### config.mk
export PLATFORM = sky130hd
export DESIGN_NAME = hazard_controller
export DESIGN_NICKNAME = d
export VERILOG_FILES = /design/src/rtl/hazard_controller.sv
export SDC_FILE = /design/constraint.sdc
export NUM_CORES = 1
export LEC_CHECK = 0
export BUFFER_PORTS_ARGS = -buffer_cell sky130_fd_sc_hd__buf_2
export CAP_MARGIN = 40
export CORE_ASPECT_RATIO = 1.25
export CORE_MARGIN = 8
export CORE_UTILIZATION = 42
export CTS_CLUSTER_DIAMETER = 200
export DETAILED_ROUTE_END_ITERATION = 12
export HOLD_SLACK_MARGIN = 0.03
export PLACE_DENSITY_LB_ADDON = 0.12
export SLEW_MARGIN = 20
export SYNTH_ARGS = -nofsm -noshare
export SYNTH_HDL_FRONTEND = slang
export SYNTH_SLANG_ARGS = --single-unit
### constraint.sdc
create_clock -name clk -period 4.55 [get_ports clk]
set_input_delay 0.91 -clock clk [delete_from_list [all_inputs] [get_ports clk]]
set_output_delay 0.91 -clock clk [all_outputs]
set_load 0.01 [all_outputs]
### src/rtl/hazard_controller.sv
// Hazard controller for a five-stage pipeline.
// Tracks a shadow copy of the E/M/W destination registers to detect
// load-use hazards (stall + one bubble), branch flushes, and to select
// operand forwarding sources for the execute stage.
module hazard_controller #(
    parameter int REGWIDTH    = 4,
    parameter int OPCODEWIDTH = 4,
    parameter int CNTWIDTH    = 16
) (
    input  logic                   clk,
    input  logic                   rst,
    input  logic [OPCODEWIDTH-1:0] opcodeD,
    input  logic [REGWIDTH-1:0]    rs1D,
    input  logic [REGWIDTH-1:0]    rs2D,
    input  logic [REGWIDTH-1:0]    rdD,
    input  logic                   writeEnableDD,
    input  logic                   resultSelectorWBD,
    input  logic                   branchTakenE,
    output logic                   stallF,
    output logic                   stallD,
    output logic                   flushD,
    output logic                   flushE,
    output logic [1:0]             forwardAE,
    output logic [1:0]             forwardBE,
    output logic [CNTWIDTH-1:0]    stallCount
);

    localparam logic [1:0] FWD_REGFILE = 2'b00;
    localparam logic [1:0] FWD_MEM     = 2'b10;
    localparam logic [1:0] FWD_WB      = 2'b01;
    localparam logic [CNTWIDTH-1:0] CNT_ONE = {{(CNTWIDTH-1){1'b0}}, 1'b1};

    // Hazard detection is opcode-agnostic: the decoder already folds the
    // opcode into writeEnableDD / resultSelectorWBD.
    logic unused_opcode;
    assign unused_opcode = ^opcodeD;

    logic [REGWIDTH-1:0] rd_e_q, rd_e_d, rs1_e_q, rs1_e_d, rs2_e_q, rs2_e_d;
    logic                we_e_q, we_e_d, is_load_e_q, is_load_e_d;
    logic [REGWIDTH-1:0] rd_m_q, rd_m_d, rd_w_q, rd_w_d;
    logic                we_m_q, we_m_d, we_w_q, we_w_d;
    logic [CNTWIDTH-1:0] stall_count_q, stall_count_d;

    logic lw_stall, stall_c, flush_e_c;
    logic [1:0] fwd_a_c, fwd_b_c;

    // Load-use detection and stall/flush arbitration; a taken branch wins.
    always_comb begin
        lw_stall  = is_load_e_q && ((rd_e_q == rs1D) || (rd_e_q == rs2D));
        stall_c   = lw_stall && !branchTakenE;
        flush_e_c = lw_stall || branchTakenE;
    end

    // Forwarding select from registered state only; memory stage beats writeback.
    always_comb begin
        fwd_a_c = FWD_REGFILE;
        fwd_b_c = FWD_REGFILE;
        if (we_m_q && (rd_m_q == rs1_e_q))      fwd_a_c = FWD_MEM;
        else if (we_w_q && (rd_w_q == rs1_e_q)) fwd_a_c = FWD_WB;
        if (we_m_q && (rd_m_q == rs2_e_q))      fwd_b_c = FWD_MEM;
        else if (we_w_q && (rd_w_q == rs2_e_q)) fwd_b_c = FWD_WB;
    end

    // Shadow pipeline advance; a flushed E slot becomes an all-zero bubble.
    always_comb begin
        rd_w_d = rd_m_q;
        we_w_d = we_m_q;
        rd_m_d = rd_e_q;
        we_m_d = we_e_q;
        if (flush_e_c) begin
            rd_e_d      = '0;
            rs1_e_d     = '0;
            rs2_e_d     = '0;
            we_e_d      = 1'b0;
            is_load_e_d = 1'b0;
        end else begin
            rd_e_d      = rdD;
            rs1_e_d     = rs1D;
            rs2_e_d     = rs2D;
            we_e_d      = writeEnableDD;
            is_load_e_d = writeEnableDD && resultSelectorWBD;
        end
    end

    // Saturating count of load-use stall cycles.
    always_comb begin
        stall_count_d = stall_count_q;
        if (stall_c && (stall_count_q != '1))
            stall_count_d = stall_count_q + CNT_ONE;
    end

    // State registers; reset drops every stage to a bubble.
    always_ff @(posedge clk or negedge rst) begin
        if (!rst) begin
            rd_e_q        <= '0;
            rs1_e_q       <= '0;
            rs2_e_q       <= '0;
            we_e_q        <= 1'b0;
            is_load_e_q   <= 1'b0;
            rd_m_q        <= '0;
            we_m_q        <= 1'b0;
            rd_w_q        <= '0;
            we_w_q        <= 1'b0;
            stall_count_q <= '0;
        end else begin
            rd_e_q        <= rd_e_d;
            rs1_e_q       <= rs1_e_d;
            rs2_e_q       <= rs2_e_d;
            we_e_q        <= we_e_d;
            is_load_e_q   <= is_load_e_d;
            rd_m_q        <= rd_m_d;
            we_m_q        <= we_m_d;
            rd_w_q        <= rd_w_d;
            we_w_q        <= we_w_d;
            stall_count_q <= stall_count_d;
        end
    end

    // Outputs are gated by reset so a live branchTakenE cannot leak a flush.
    always_comb begin
        stallF     = rst && stall_c;
        stallD     = rst && stall_c;
        flushD     = rst && branchTakenE;
        flushE     = rst && flush_e_c;
        forwardAE  = rst ? fwd_a_c : FWD_REGFILE;
        forwardBE  = rst ? fwd_b_c : FWD_REGFILE;
        stallCount = stall_count_q;
    end

endmodule

==> summary.md <==
| Metric | Value |
|---|---|
| Share of layout cells above drive strength 1 | 0.300 |
| Warnings from Yosys | 0 |
| Clk network pwr share | 0.404 |
| Die area | ~6800 um^2 |
| Max-cap violations | 0 |
| Synth area leaders | dfrtp_1 (54%), xnor2_1 (13%), and2_1 (5.4%), xor2_1 (3.8%), nand4_1 (3.7%) |
| Port bufs | 40 |
| Met3 Usage GRT | 0.0400 |
| Detailed-route via count | approximately 1300 |
| Area growth from synthesis to layout | 20.0% |
| Largest net degree at the start of global routing | 35 |
| Clock buffer count from CTS | 5 |
| Pre-CTS setup slack | about 1.2 ns |
| Hold Path Depth | 0 |
| Power Density | ~350 nW/um^2 |
| Longest Clk Path Bufs | 2 |
| Number of distinct library cells after synthesis | 31 |
| Met2 usage | 0.212 |
| #FFs+latches synth | 40 |
| R2R setup slack | approximately 2.3 ns |
| Tot GR Track Use | 0.128 |
| First-pass GRT wire length | about 6700 um |
| CTS H-Tree Depth | 2 |
| Register area | 1000 um^2 |
| Post-CTS setup buffers | 0 |
| Critical path required time | 3.64 ns |
| Peak Freq | around 0.30 GHz |
| DR pass1 iterations | 4 |
| CTS resizes | 0 |
| NetSw | 174 uW |
| Finish-stage setup viols | 0 |
| Final Hold Viols | 0 |
| CTS Hold Bufs | 0 |
| Clk slew on worst S/H paths | around 0.070 ns |
| Register area share after synthesis | 0.539 |
| Number of flops mapped to enable cells by yosys | 0 |
| Final ANT Viol Nets | 0 |
| CP Launch Point | rs1D[1] |
| 1st-iter DRT viols | 23 |
| Worst reg2reg path depth | 6 |
| Worst Tran Pin Value | 0.723 ns |
| Rel. slew slack | 0.518 |
| Post-Syn Area | approximately 1900 um^2 |
| Mean Syn Cell Area | approximately 12 um^2 |
| Part of the cycle the worst path needs | 0.723 |
| Reg2reg start | stallCount[0] |
| NumNets Final | around 220 |
| Leakage | roughly 1.1 nW |
| Drt via density | roughly 5 |
| Most numerous cell in the Yosys netlist | dfrtp_1 |
| Layout fillers | 431 |
| Die Wd | 75.5 um |
| Chip height | about 90 um |
| Crit path DAT | 2.38 ns |
| Worst vdd ir | roughly 220 uV |
| Hold Path Class | flop to flop |
| Initial Util | 0.429 |
| Setup ws final | approximately 1.3 ns |
| Busiest grt layer | met2 |
| Worst R2R End | stallCount[1] |
| Setup_tns | 0 ns |
| Synthesized instance count | between 150 and 200 |
| CP endpoint kind | output port |
| Synth area leader | dfrtp_1 |
| Sw Share | 0.224 |
| Met1 usage | 0.145 |
| Num ports | 45 |
| Slew Limit Fails | 0 |
| Clock Tree Root | clkbuf_8 |
| Clk_lat worst skew | 0.29 ns |
| Internal power | roughly 600 uW |
| DRC | 0 |
| Worst Path Class, Setup | input port to output port |
| ANT cells | 0 |
| Status | finished, final reports clean |
| Worst setup SP type | input port |
| Area occupied by multi-input gates | a little over 800 um^2 |
| Dpl hpwl | 2980 um |
| Fraction of registers with async set/reset | 1.00 |
| Overflow after GRT | 0 |
| Syn_nets | 177 |
| Initial antenna violation count | 0 |
| Synth cell count leaders | dfrtp_1 (40), xnor2_1 (28), and2_1 (16) |
| Post-synth top flop | dfrtp_1 |
| Drt wl/cell | roughly 16 um |
| RSZ-0062 raised after global routing | false |
| CP Capture Point | flushE |
| Routability congestion estimate | roughly 0.83 |
| Comb power frac | 0.096 |
| Row Count | 27 |
| CTS Sinks | 40 |
| Post-synth top area share | 0.539 |
| Fin Hold WS | roughly 0.37 ns |
| Largest driver fanout on the critical path | 18 |
| Core box area | between 4000 and 5000 um^2 |
| Post-layout minimum cycle time | 3.29 ns |
| Vias in the first global route | 1428 |
| CTS tree | built |
| Routed wire length | 4000 um |
| Reg power frac | 0.500 |
| Setup Skew | roughly 0.0022 ns |
worst min path at each step:
stage	from	to	slack, ns
after CTS	we_e_q	we_m_q	0.37
final	we_e_q	we_m_q	0.37
after global routing	we_e_q	we_m_q	0.39
after global placement	we_e_q	we_m_q	0.34
after detailed placement	we_e_q	we_m_q	0.35
after floorplan	we_e_q	we_m_q	0.33
final cells by class:
cell class / count / share of cell area
tap: 58 / 0.0326
clock buffer: 7 / 0.0433
sequential: 40 / 0.449
inverter: 1 / 0.00169
clock inverter: 1 / 0.0135
timing repair buffer: 42 / 0.0966
multi-input combinational: 109 / 0.363
worst max-delay path, stage by stage:
cell      delay, ns
buf_2          0.11
xnor2_1        0.19
nand4_1        0.18
a21boi_4       0.46
nor2_1         0.08
buf_4          0.20
nor2b_1        0.11
buf_2          0.14
registers in the layout, indices dropped and copies added (netlist names):
| name | count |
|---|---|
| we_m_q | 1 |
| rs1_e_q | 4 |
| rd_m_q | 4 |
| we_w_q | 1 |
| is_load_e_q | 1 |
| rd_e_q | 4 |
| rs2_e_q | 4 |
| we_e_q | 1 |
| stallCount | 16 |
| rd_w_q | 4 |
cell families (layout without fill, tap and decap cells):
group | after synthesis | in the layout | share of synthesized area
compound gates | 4 | 4 | 0.0243
xor+xnor | 36 | 36 | 0.170
fa+ha+maj | 1 | 1 | 0.00674
flops | 40 | 40 | 0.539
mux | 3 | 3 | 0.0202
buf+inv | 6 | 51 | 0.0249
simple gates | 65 | 65 | 0.214
power by group through the flow:
stage	registers, mW	logic (mW)	clock network (mW)
after floorplan	0.396	0.0405	0
after CTS	0.389	0.0760	0.319
after global placement	0.394	0.0733	0
final	0.388	0.0745	0.313
after detailed placement	0.396	0.0754	0
after global routing	0.391	0.0826	0.335
stage by stage:
| step | utilization | cell area [um^2] | total power, mW | instances |
|---|---|---|---|---|
| after floorplan | - | 1860 | 0.436 | 155 |
| after global placement | 0.484 | 2090 | 0.467 | 249 |
| final | 0.515 | 2230 | 0.776 | 258 |
| after global routing | 0.515 | 2230 | 0.809 | 258 |
| after CTS | 0.513 | 2220 | 0.783 | 257 |
| after detailed placement | 0.484 | 2090 | 0.471 | 249 |
placed cells by master (no fill, tap or decap), drive strengths merged:
master,n
nand4b,2
and4,1
nand3,8
and4b,1
clkbuf,7
o21ai,1
dfrtp,40
mux2,3
nor3,1
ha,1
nand2,6
xnor2,28
nor4,4
bufinv,1
and2,17
and3,7
nor2b,3
a41oi,1
nand4,11
buf,42
inv,1
a21oi,1
xor2,8
a21boi,1
and3b,1
nor2,3
per-layer routing:
| layer | part of all wire | wire length [um] | up-vias |
|---|---|---|---|
| li1 | - | - | 613 |
| met1 | 0.41 | 1650 | 636 |
| met2 | 0.52 | 2070 | 36 |
| met3 | 0.051 | 203 | 8 |
| met4 | 0.019 | 74 | 0 |
| met5 | 0 | 0 | - |
Note: power is estimated with default switching activity, not from simulation.
